==> config.mk <==
export PLATFORM = sky130hd
export DESIGN_NAME = snes_csync_region_detect
export DESIGN_NICKNAME = d
export VERILOG_FILES = /design/src/rtl/snes_csync_region_detect_pkg.sv /design/src/rtl/snes_csync_pulse_meas.sv /design/src/rtl/snes_csync_region_detect.sv
export SDC_FILE = /design/constraint.sdc
export NUM_CORES = 1
export LEC_CHECK = 0
export CAP_MARGIN = 5
export CORE_ASPECT_RATIO = 0.5
export CORE_MARGIN = 3
export CORE_UTILIZATION = 50
export DETAILED_ROUTE_END_ITERATION = 16
export PLACE_DENSITY = 0.72
export SLEW_MARGIN = 20
export SYNTH_ARGS = -nofsm -noshare
export SYNTH_HDL_FRONTEND = slang
export SYNTH_SLANG_ARGS = --single-unit
==> constraint.sdc <==
create_clock -name MCLK_i -period 5.3 [get_ports MCLK_i]
set_clock_uncertainty 0.1 [all_clocks]
set_input_delay 1.06 -clock MCLK_i [delete_from_list [all_inputs] [get_ports MCLK_i]]
set_output_delay 1.06 -clock MCLK_i [all_outputs]
set_load 0.01 [all_outputs]
==> src/rtl/snes_csync_region_detect_pkg.sv <==
// snes_csync_region_detect_pkg: shared class/state encodings, default windows and the frame classifier.
package snes_csync_region_detect_pkg;

    typedef enum logic [1:0] {CLS_NTSC = 2'd0, CLS_PAL = 2'd1, CLS_INV = 2'd2} cls_t;
    typedef enum logic {SEEK = 1'b0, COUNT = 1'b1} state_t;

    localparam int NTSC_MIN_DEF = 250;
    localparam int NTSC_MAX_DEF = 275;
    localparam int PAL_MIN_DEF  = 300;
    localparam int PAL_MAX_DEF  = 330;

    function automatic cls_t classify(input logic [9:0] n, nmin, nmax, pmin, pmax);
        return (n >= pmin && n <= pmax) ? CLS_PAL : (n >= nmin && n <= nmax) ? CLS_NTSC : CLS_INV;
    endfunction

endpackage

==> src/rtl/snes_csync_pulse_meas.sv <==
// snes_csync_pulse_meas: synchronises CSYNC, measures pulse width/spacing and raises line, vsync and idle-timeout strobes.
module snes_csync_pulse_meas #(
    parameter int VS_MIN_CLKS   = 300,
    parameter int LINE_MIN_CLKS = 800,
    parameter int TIMEOUT_CLKS  = 65535
) (
    input  logic clk,
    input  logic rst_n,
    input  logic csync,
    output logic line_stb,
    output logic vert_stb,
    output logic hsync_stb,
    output logic timeout_stb
);
    localparam logic [9:0]  VS_MIN = 10'(VS_MIN_CLKS);
    localparam logic [10:0] LN_MIN = 11'(LINE_MIN_CLKS);
    localparam logic [15:0] TO     = 16'(TIMEOUT_CLKS);
    localparam logic [15:0] TO_M1  = 16'(TIMEOUT_CLKS - 1);

    logic [1:0]  sync;
    logic        prev;
    logic [9:0]  width;
    logic [10:0] spacing;
    logic [15:0] idle;
    logic        fall, rise;

    always_comb begin
        fall        = prev & ~sync[1];
        rise        = ~prev & sync[1];
        line_stb    = fall && spacing >= LN_MIN;
        vert_stb    = rise && width >= VS_MIN;
        hsync_stb   = rise && width < VS_MIN;
        timeout_stb = idle == TO_M1 && !fall;
    end

    // Rejected (half-line) edges still count as activity for the idle timer but do not restart spacing.
    always_ff @(posedge clk or negedge rst_n) begin
        if (!rst_n) begin
            sync    <= '0;
            prev    <= 1'b0;
            width   <= '0;
            spacing <= '0;
            idle    <= '0;
        end else begin
            sync    <= {sync[0], csync};
            prev    <= sync[1];
            width   <= fall ? '0 : (!sync[1] && width != '1) ? width + 10'd1 : width;
            spacing <= line_stb ? '0 : spacing != '1 ? spacing + 11'd1 : spacing;
            idle    <= fall ? '0 : idle != TO ? idle + 16'd1 : idle;
        end
    end

endmodule

==> src/rtl/snes_csync_region_detect.sv <==
// snes_csync_region_detect: counts lines per frame from CSYNC and reports a debounced PAL/NTSC lock.
// Optional INTERLACE_DET_EN adds detection of alternating odd/even frame line counts.
module snes_csync_region_detect
    import snes_csync_region_detect_pkg::*;
#(
    parameter int VS_MIN_CLKS   = 300,
    parameter int LINE_MIN_CLKS = 800,
    parameter int NTSC_MIN      = NTSC_MIN_DEF,
    parameter int NTSC_MAX      = NTSC_MAX_DEF,
    parameter int PAL_MIN       = PAL_MIN_DEF,
    parameter int PAL_MAX       = PAL_MAX_DEF,
    parameter int LOCK_FRAMES   = 4,
    parameter int TIMEOUT_CLKS  = 65535
) (
    input  logic       MCLK_i,
    input  logic       NRST_i,
    input  logic       CSYNC_i,
    output logic       PAL_DET_o,
    output logic       LOCKED_o,
    output logic [9:0] LINES_o,
    output logic       FRAME_STB_o,
    output logic       INTERLACED_o
);
    localparam logic [2:0] LOCK = 3'(LOCK_FRAMES);

    logic       line_stb, vert_stb, hsync_stb, timeout_stb;
    state_t     state, state_n;
    logic       prev_vert, first_vert, frame_end;
    logic [9:0] lcnt;
    logic [2:0] dcnt, dcnt_n;
    cls_t       cls, cls_q;

    snes_csync_pulse_meas #(
        .VS_MIN_CLKS  (VS_MIN_CLKS),
        .LINE_MIN_CLKS(LINE_MIN_CLKS),
        .TIMEOUT_CLKS (TIMEOUT_CLKS)
    ) u_meas (
        .clk        (MCLK_i),
        .rst_n      (NRST_i),
        .csync      (CSYNC_i),
        .line_stb   (line_stb),
        .vert_stb   (vert_stb),
        .hsync_stb  (hsync_stb),
        .timeout_stb(timeout_stb)
    );

    always_ff @(posedge MCLK_i or negedge NRST_i) begin
        if (!NRST_i)
            state <= SEEK;
        else
            state <= state_n;
    end

    // Only the first broad pulse of a vsync group marks a frame boundary; an edge beats a timeout.
    always_comb begin
        first_vert = vert_stb && !prev_vert;
        state_n    = first_vert ? COUNT : timeout_stb ? SEEK : state;
        frame_end  = first_vert && state == COUNT;
        cls        = classify(lcnt, 10'(NTSC_MIN), 10'(NTSC_MAX), 10'(PAL_MIN), 10'(PAL_MAX));
        dcnt_n     = (cls == cls_q && dcnt != '0) ? (dcnt < LOCK ? dcnt + 3'd1 : dcnt) : 3'd1;
    end

    always_ff @(posedge MCLK_i or negedge NRST_i) begin
        if (!NRST_i) begin
            prev_vert   <= 1'b0;
            lcnt        <= '0;
            dcnt        <= '0;
            cls_q       <= CLS_NTSC;
            LINES_o     <= '0;
            FRAME_STB_o <= 1'b0;
            LOCKED_o    <= 1'b0;
            PAL_DET_o   <= 1'b0;
        end else begin
            FRAME_STB_o <= frame_end;
            prev_vert   <= vert_stb ? 1'b1 : hsync_stb ? 1'b0 : prev_vert;
            lcnt        <= first_vert ? '0 : (line_stb && lcnt != '1) ? lcnt + 10'd1 : lcnt;
            if (frame_end) begin
                LINES_o <= lcnt;
                if (cls == CLS_INV) begin
                    dcnt     <= '0;
                    LOCKED_o <= 1'b0;
                end else begin
                    dcnt  <= dcnt_n;
                    cls_q <= cls;
                    if (dcnt_n == LOCK) begin
                        LOCKED_o  <= 1'b1;
                        PAL_DET_o <= cls == CLS_PAL;
                    end
                end
            end else if (timeout_stb) begin
                dcnt     <= '0;
                LOCKED_o <= 1'b0;
            end
        end
    end

`ifdef INTERLACE_DET_EN
    logic lsb_q, have_lsb, ilace;

    always_ff @(posedge MCLK_i or negedge NRST_i) begin
        if (!NRST_i) begin
            lsb_q    <= 1'b0;
            have_lsb <= 1'b0;
            ilace    <= 1'b0;
        end else if (frame_end && cls != CLS_INV) begin
            ilace    <= have_lsb && (lcnt[0] != lsb_q);
            lsb_q    <= lcnt[0];
            have_lsb <= 1'b1;
        end else if (frame_end || timeout_stb) begin
            have_lsb <= 1'b0;
            ilace    <= 1'b0;
        end
    end

    assign INTERLACED_o = LOCKED_o & ilace;
`else
    assign INTERLACED_o = 1'b0;
`endif

endmodule
Word-level counts from Yosys, hierarchy flattened
Index checks and enable logic that the tools add are counted.
- flip-flop bits (word level): 70
- output and inout port bits: 14
- logic and storage cells: 89
- $add $sub $neg: 5
- $lt $le $gt $ge: 8
- equality and inequality tests: 10
- muxes and demuxes: 22
- bitwise operators: 5
- reduce and logical (&&, ||, !) cells: 25
- operators by type and width (operator ; number):
    10-bit 2-to-1 mux ; 4
    16-bit 2-to-1 mux ; 2
    11-bit 2-to-1 mux ; 2
    10-bit by 1-bit adder with 10-bit output, second input constant ; 2
    10-bit by 9-bit >= comparator with 1-bit output, second input constant ; 2
    10-bit by 9-bit less-or-equal comparator with 1-bit output, second input constant ; 2
    10-bit != test, second input constant ; 2
    16-bit by 1-bit adder with 16-bit output, second input constant ; 1
    16-bit == test, second input constant ; 1
    16-bit != test, second input constant ; 1
    3-bit 2-to-1 mux ; 5
    2-bit nonzero test ; 7
    11-bit by 1-bit adder with 11-bit output, second input constant ; 1
    11-bit by 10-bit >= comparator with 1-bit output, second input constant ; 1
    1-bit logical AND ; 11
    11-bit != test, second input constant ; 1
    10-bit by 8-bit >= comparator with 1-bit output, second input constant ; 1
    10-bit by 9-bit less-than comparator with 1-bit output, second input constant ; 1
    1-bit 2-to-1 mux ; 7
    2-bit 2-to-1 mux ; 2
    2-bit AND reduction ; 2
    3-bit by 1-bit adder with 3-bit output, second input constant ; 1
    3-bit == test, second input constant ; 1
    1-bit zero test ; 3
    9 further kinds ; 12

Logic depth before layout (Yosys ltp)
Gate-level depths: netlist (run 1).
- word-level depth: 11
- gate-level depth with buffers: 8

By module
A second synthesis (run 1) with hierarchy kept.
- cell total of the unflattened synthesis: 387
- area, all modules: 3679.8 µm²
- by module, submodules not included (module ; instances ; cells an instance ; area each (µm²)):
    snes_csync_pulse_meas ; 1 ; 228 ; 2172.1
    snes_csync_region_detect ; 1 ; 159 ; 1507.7

Least setup slack after synthesis (run 1)
No wires, ideal clock.
- kind: flip-flop to flip-flop
- start point: reg u_meas.sync[1]
- end point: reg LINES_o[8]
- library setup time: 0.125 ns
- arrival time: 1.662 ns
- data required time: 5.075 ns
- path slack: 3.414 ns
- stages on the path, launching flop included: 7
- buffers on the path: 2
- period minus slack after synthesis: 1.886 ns
- cells stage by stage: dfrtp_1 -> nor2b_1 -> nor2b_1 -> nand3_1 -> buf_2 -> clkbuf_1 -> mux2_2
- word-level cells in the longest chain between the ends: 4
- ends and longest elaborated chain (what ; line ; source):
    start: declaration ; snes_csync_pulse_meas.sv:20 ; logic [1:0] sync;
    start signal: assignment ; snes_csync_pulse_meas.sv:45 ; sync <= {sync[0], csync};
    1-bit bitwise AND ; snes_csync_pulse_meas.sv:29 ; rise = ~prev & sync[1];
    1-bit logical AND ; snes_csync_pulse_meas.sv:31 ; vert_stb = rise && width >= VS_MIN;
    1-bit logical AND ; snes_csync_region_detect.sv:56 ; first_vert = vert_stb && !prev_vert;
    1-bit logical AND ; snes_csync_region_detect.sv:58 ; frame_end = first_vert && state == COUNT;
    end signal: assignment ; snes_csync_region_detect.sv:78 ; LINES_o <= lcnt;
    end: declaration ; snes_csync_region_detect.sv:20 ; output logic [9:0] LINES_o,
Every way passes these cells.
A chain may end at the register's enable or synchronous reset.

Final worst setup path (run 1)
- start point: reg u_meas.sync[1]
- end point: reg dcnt[2]
- word-level cells in the longest chain between the ends: 5
- elaborated cells on any way between the ends: 10
- ends and longest elaborated chain (what ; line ; source):
    1-bit bitwise AND / 1-bit inverter (equally long branches) ; snes_csync_pulse_meas.sv:29, snes_csync_pulse_meas.sv:28 ;
    1-bit logical AND / 1-bit bitwise AND (equally long branches) ; snes_csync_pulse_meas.sv:31, snes_csync_pulse_meas.sv:28 ;
    1-bit logical AND / 1-bit zero test (equally long branches) ; snes_csync_region_detect.sv:56, snes_csync_pulse_meas.sv:33 ;
    1-bit logical AND (on tied branches) ; snes_csync_region_detect.sv:58, snes_csync_pulse_meas.sv:33 ;
    3-bit 2-to-1 mux / 2-bit nonzero test (equally long branches) ; n/a ;
    end signal: assignment ; snes_csync_region_detect.sv:83 ; dcnt <= dcnt_n;
    end: declaration ; snes_csync_region_detect.sv:30 ; logic [2:0] dcnt, dcnt_n;
Parallel ways exist; a longest one is shown, timed or not.

==> qor.yml, run 1 <==
synth.yosys.seq_area_share_pct: 49.3
yosysWarnings: 0
synth_to_final_area_change_pct: 13.0
grt_remaining_overflow: 0
criticalPathCategory: "register to register"
die_area_um2: 8220
timing.max_cap.violations: 0
power-per-cell-area_nw_per_um2: 293
synthesis.nets: 369
via_count_normalized_by_instance_count: 5.52
mappedNetlistArea_um2: 3550
share_of_the_synthesized_area_in_the_top_cell_type_pct: 49.3
cts.path.max_buffers: 2
syn_avg_cell_area_um2: 9.98
cts_setup_buffers: 0
layout.cells.non_filler: 466
flip_flop_and_latch_count_after_synthesis: 70
antennaDiodeCount: 0
cts_buffers: 9
die_h_um: 65.6
required_arrival_time_at_the_worst_endpoint_ps: 5450
regToRegSetupSlack_ps: 2680
placement.io_buffers: 15
synthesis.instances: 356
worst-endpoint-arrival_ps: 2780
finalHoldWorstSlack_ps: 303
holdPathStages: 0
finalSetupTns_ps: 0
remaining_drc_errors: 0
async_reset_ff_share_pct: 100
post-dp-hpwl_mm: 4.38
design.core.area_um2: 6780
first_global_vias: 2578
path_clk_slew_ps: 50
worst_pin_slew_ps: 853
worst-r2r-cell-count: 6
path_max_fanout: 20
setup_repair_after_global_routing_missed_its_margin: "no"
hold_viol: 0
timing.hold.worst_endpoint: "u_meas.sync[1]$_DFF_PN0_"
layout_min_cycle_time_ps: 2620
fmax_mhz: 381
floorplan.initialDensity_pct: 52.4
holdCritPathClass: "register to register"
crit_reg_reg_startpoint: "u_meas.sync[1]$_DFF_PN0_"
synth_top_flop_cell: "dfrtp_1"
edff_count_synth: 0
final_max_slew_viol_count: 0
cts_hold_buf: 0
insertion_delay_to_the_later_sink_of_the_worst_skew_pair_ps: 330
rows: 21
routedWlPerCell_um: 13.8
synth_top_cells_by_area: "dfrtp_1 (49%), nor2_1 (5.5%), xor2_1 (5.4%)"
setup_viol: 0
leakage_component_of_the_power_nw: 1.78
pin_count_of_the_biggest_net_entering_global_routing: 71
synth_area_leader_cell: "dfrtp_1"
die_x_um: 125
drt_iter0_drc: 190
grtUsageTotal_pct: 17.6
grt_pass1_wl_mm: 11.6
cts-resized-gates: 0
clock-root-buffer: "clkbuf_16"
timing.slew.headroom_pct: 43.1
finalNetCount: 384
detail-route-antenna-nets: 0
cts_tree: "built"
gp_congestion: 0.868
antenna_found_initial: 0
rr_endpoint: "dcnt[2]$_DFFE_PN0P_"
place_inst: 452
post_synth_num_cell_types: 50
total_i_o_pin_count: 17
fill_cells: 578
final_layout_size_suffix_gt1_share_pct: 8.82
placement.cell_area_um2: 3760
cts.htree.levels: 3
drt-total-wl_mm: 6.43
startpoint_class_of_the_critical_path: "register"
via_count: 2572
irDropWorstVdd_mv: 0.160
fin_area_um2: 4010
outcome: "complete, no violations"
drt_pass1_iterations: 4
critical_path.endpoint_type: "register"
layout_worst_path_cycle_share_pct: 49.5
clkSinkCount: 70
holdCritStartpoint: "u_meas.sync[0]$_DFF_PN0_"
==> synth_stat cells (all sizes together) (3+ instances only) <==
cell,count
nor2b,5
nor4b,3
a31oi,5
nand4,16
buf,7
nor2,52
a21o,3
nand3,17
mux2i,4
ha,10
nor4,5
nor3,8
and4,4
and2,3
a21oi,12
o21ai,18
dfrtp,70
inv,15
xnor2,12
xor2,22
clkbuf,6
nand2,26
mux2,9
and3,6
==> final cells by class <==
| type | instances | area (um2) | area share [%] |
|---|---|---|---|
| Tap cell | 92 | 115 | 2.87 |
| Inverter | 15 | 56.3 | 1.40 |
| Clock inverter | 2 | 10.0 | 0.249 |
| Sequential cell | 70 | 1750 | 43.6 |
| Clock buffer | 12 | 246 | 6.14 |
| Timing Repair Buffer | 17 | 160 | 3.99 |
| Multi-Input combinational cell | 258 | 1670 | 41.7 |
==> worst max-delay path by stage <==
| stage | startpoint | to | slack, ps | depth (start not counted) |
|---|---|---|---|---|
| after detailed placement | u_meas.sync[1]$_DFF_PN0_ | dcnt[1]$_DFFE_PN0P_ | 2640 | 6 |
| after global placement | u_meas.sync[1]$_DFF_PN0_ | dcnt[1]$_DFFE_PN0P_ | 2760 | 6 |
| final | u_meas.sync[1]$_DFF_PN0_ | dcnt[2]$_DFFE_PN0P_ | 2680 | 6 |
| after floorplan | u_meas.sync[1]$_DFF_PN0_ | LINES_o[8]$_DFFE_PN0P_ | 3410 | 6 |
| after CTS | u_meas.sync[1]$_DFF_PN0_ | dcnt[1]$_DFFE_PN0P_ | 2620 | 6 |
| after global routing | u_meas.sync[1]$_DFF_PN0_ | dcnt[1]$_DFFE_PN0P_ | 2360 | 6 |
==> worst max-delay path: stages (launching register included) <==
cell and delay [ps]:
dfrtp_1 510, nor2b_1 220, nor2b_1 170, nand3_1 590
nor3_1 670, nand3_2 120, a21oi_1 160
==> through the flow <==
stage	worst slack (ps)	util [%]	power [mW]
2_1_floorplan	3410	-	0.634
3_3_place_gp	2760	55.4	0.655
3_5_place_dp	2640	55.4	0.664
4_1_cts	2620	59.2	1.19
5_1_grt	2360	59.2	1.23
6_report	2680	59.2	1.18
==> cells in the final DEF, fill, tap and decap left out, drive strengths merged, types with 2 or more instances in the layout <==
cell and n:
a31oi 5, ha 10, dfrtp 70, mux2 9, a2111oi 2, clkdlybuf4s50 14, nor2 52, nand3 17
clkinv 2, nor3 8, nor4b 3, clkbuf 12, a21oi 12, nor2b 5, nand4 16, buf 3
and4 4, nor4 5, o21a 2, nand2b 2, nand2 26, o21ai 18, and2 3, mux2i 4
xor2 22, inv 15, and3 6, xnor2 12, a21o 3
==> state kept, by name, summed over array words and instances (netlist names) <==
| name | count |
|---|---|
| FRAME_STB_o | 1 |
| LINES_o | 10 |
| LOCKED_o | 1 |
| PAL_DET_o | 1 |
| cls_q | 2 |
| dcnt | 3 |
| lcnt | 10 |
| prev_vert | 1 |
| state | 1 |
| u_meas.idle | 16 |
| u_meas.prev | 1 |
| u_meas.spacing | 11 |
| u_meas.sync | 2 |
| u_meas.width | 10 |
==> cell families (layout without fill, tap and decap cells) <==
logic type | Yosys count | count (layout) | share of synthesized area, %
flip-flops | 70 | 70 | 49.3
AO/OA/AOI/OAI | 49 | 49 | 8.98
AND/OR/NAND/NOR | 151 | 151 | 21.8
adder cells (fa/ha/maj) | 10 | 10 | 3.52
XOR/XNOR | 34 | 34 | 8.38
multiplexers | 13 | 13 | 4.33
buffers and inverters | 28 | 46 | 3.59
other | 1 | 1 | 0.106
==> layer usage <==
metal  share of wire, %  up-vias  routed length, um  track usage [%]
met2                 49       39               3140             29.5
met5                  0        -                  0                0
met3                3.5       10                227             6.01
met4                1.5        0                 97             7.43
met1                 46     1267               2960             21.0
li1                   -     1256                  -                -
==> power by group <==
part	total (mW)	internal (mW)	switching (mW)
Combinational	0.0664	0.0262	0.0401
Sequential	0.587	0.557	0.0307
Clock	0.522	0.322	0.200
Total	1.18	0.905	0.271
(Power assumes the default switching activity.)
==> inputs of run 2 (changes only) <==
--- a/config.mk
+++ b/config.mk
@@ -10,7 +10,7 @@
 export CORE_MARGIN = 3
 export CORE_UTILIZATION = 50
 export DETAILED_ROUTE_END_ITERATION = 16
-export PLACE_DENSITY = 0.72
+export PLACE_DENSITY = 0.75
 export SLEW_MARGIN = 20
 export SYNTH_ARGS = -nofsm -noshare
 export SYNTH_HDL_FRONTEND = slang
==> constraint.sdc (replaced) <==
create_clock -name MCLK_i -period 2.1 [get_ports MCLK_i]
set_clock_uncertainty 0.1 [all_clocks]
set_input_delay 0.42 -clock MCLK_i [delete_from_list [all_inputs] [get_ports MCLK_i]]
set_output_delay 0.42 -clock MCLK_i [all_outputs]
set_load 0.01 [all_outputs]
==> qor.yml, run 2 (synthesis gave the netlist of run 1 again) <==
crit_slowest_cell: "dfrtp_1"
layout_min_cycle_time_ps: 2000
worstPathBufferInverterCount: 0
via_count_normalized_by_instance_count: 5.70
net-switching-power_mw: 0.734
grtUsageTotal_pct: 19.6
pin_count_of_the_biggest_net_entering_global_routing: 37
final_layout_size_suffix_gt1_share_pct: 15.6
grt_remaining_overflow: 0
fin_area_um2: 4290
critical_path.max_stage_delay_ps: 440
total_i_o_pin_count: 17
irDropWorstVdd_mv: 0.404
worst_pin_slew_ps: 563
cts_buffers: 9
power.share.clock_pct: 49.8
path_clk_slew_ps: 50
finalWorstSetupSlack_ps: 96.0
cts_tree: "built"
placement.io_buffers: 15
worst-endpoint-arrival_ps: 2110
rows: 21
grt_pass1_wl_mm: 12.8
critPathMostFrequentCell: "and4_1"
detail-route-antenna-nets: 0
placement.cell_area_um2: 3860
die_area_um2: 8220
setup_viol: 0
setup_repair_after_global_routing_missed_its_margin: "yes"
internal-power_mw: 2.62
floorplan.initialDensity_pct: 52.4
cts.path.max_buffers: 2
finalHoldWorstSlack_ps: 247
startpoint_class_of_the_critical_path: "register"
die_x_um: 125
outcome: "complete, no violations"
first_global_vias: 2747
largest_reg_flops: 16
criticalPathCategory: "register to register"
design.core.area_um2: 6780
fmax_mhz: 499
finalSetupTns_ps: 0
final_max_slew_viol_count: 0
path_max_fanout: 6
die_h_um: 65.6
fill_cells: 481
critical_path.endpoint_type: "register"
cp_top_family: "simple AND/OR/NAND/NOR gates"
sw_frac_of_total_pct: 21.9
layout_worst_path_cycle_share_pct: 95.4
timing.slew.headroom_pct: 62.5
largest_register: "u_meas.idle"
timing.max_cap.violations: 0
finish.utilization_pct: 63.2
holdCritPathClass: "register to register"
comb_power_share_pct: 5.8
clock-root-buffer: "clkbuf_16"
antennaDiodeCount: 0
power-per-cell-area_nw_per_um2: 782
path_cells: "and4_1, and3_1, a2111oi_4, and4_1, xnor2_1, nor2_1"
gp_congestion: 0.918
finalNetCount: 399
clkSinkCount: 70
layout.cells.most_common_list: "dfrtp_1 (68), nor2_1 (52), nand2_1 (26)"
share_seq_of_total_power_pct: 44.4
drt-total-wl_mm: 7.58
pre_cts_ws_ps: -34.7
synth_to_final_area_change_pct: 20.6
remaining_drc_errors: 0
cts.htree.levels: 3
post-dp-hpwl_mm: 4.95
leakage_component_of_the_power_nw: 1.90
required_arrival_time_at_the_worst_endpoint_ps: 2210
registers_with_the_most_flip_flops: "u_meas.idle (16), u_meas.spacing (11)"
hold_viol: 0
via_count: 2752
antenna_found_initial: 0
drt_iter0_drc: 258
drt_pass1_iterations: 5
routedWlPerCell_um: 15.7
most_common_cell_after_layout_fill_and_taps_aside: "dfrtp_1"
insertion_delay_to_the_later_sink_of_the_worst_skew_pair_ps: 330
-- run 2: worst paths after layout --
| path | start | end | slack [ps] | cells past startpoint |
|---|---|---|---|---|
| worst max-delay path | u_meas.width[4]$_DFFE_PN0P_ | u_meas.width[7]$_DFFE_PN0P_ | 100 | 6 |
| worst min-delay path | u_meas.sync[0]$_DFF_PN0_ | u_meas.sync[1]$_DFF_PN0_ | 250 | 0 |
| worst max register to register | u_meas.width[4]$_DFFE_PN0P_ | u_meas.width[7]$_DFFE_PN0P_ | 100 | 6 |
| worst min register to register | u_meas.sync[0]$_DFF_PN0_ | u_meas.sync[1]$_DFF_PN0_ | 250 | 0 |
| max in group asynchronous | NRST_i | LINES_o[3]$_DFFE_PN0P_ | 770 | 3 |
| min in group asynchronous | NRST_i | LINES_o[1]$_DFFE_PN0P_ | 520 | 2 |
-- run 2: what timing repair did --
item                       in CTS  in global routing
setup buffers                   0                  2
pin swaps                       0                  1
hold endpoints to repair       21                  0
gates resized for setup         1                 13
hold buffers                    1                  0
setup endpoints to repair       6                 20
-- run 2: metrics by stage --
| step | power, mW | std cells |
|---|---|---|
| 2_1_floorplan | 1.60 | 356 |
| 3_3_place_gp | 1.66 | 464 |
| 3_5_place_dp | 1.69 | 464 |
| 4_1_cts | 3.36 | 481 |
| 5_1_grt | 3.47 | 483 |
| 6_report | 3.35 | 483 |
-- run 2: power groups by stage --
stage	sequential, mW	clock (mW)	combinational (mW)
after global routing	1.49	1.76	0.221
after global placement	1.49	0	0.164
after floorplan	1.49	0	0.114
after detailed placement	1.50	0	0.183
final	1.49	1.67	0.194
after CTS	1.49	1.69	0.189
-- run 2: layer usage --
metal / global-route usage, % / up-vias / share of wire [%]
met4: 8.11 / 0 / 2.8
li1: - / 1288 / -
met2: 34.0 / 85 / 49
met1: 22.9 / 1357 / 43
met3: 6.25 / 22 / 5.1
met5: 0 / - / 0
-- run 2: final cells by class --
class / count / area [um2] / share of cell area (%)
repair buffers: 32 / 288 / 6.72
clock buffers: 13 / 270 / 6.31
multi-input cells: 258 / 1740 / 40.5
inverters: 15 / 56.3 / 1.31
clock inverters: 3 / 65.1 / 1.52
well taps: 92 / 115 / 2.69
flip-flops and latches: 70 / 1750 / 40.9
==> inputs of run 3 (changes only) <==
--- a/config.mk
+++ b/config.mk
@@ -10,6 +10,7 @@
 export CORE_MARGIN = 3
 export CORE_UTILIZATION = 50
 export DETAILED_ROUTE_END_ITERATION = 16
+export HOLD_SLACK_MARGIN = 0.15
 export PLACE_DENSITY = 0.75
 export SLEW_MARGIN = 20
 export SYNTH_ARGS = -nofsm -noshare
==> results of run 3 <==
No change in the layout: final DEF, timing and power equal those of run 2.
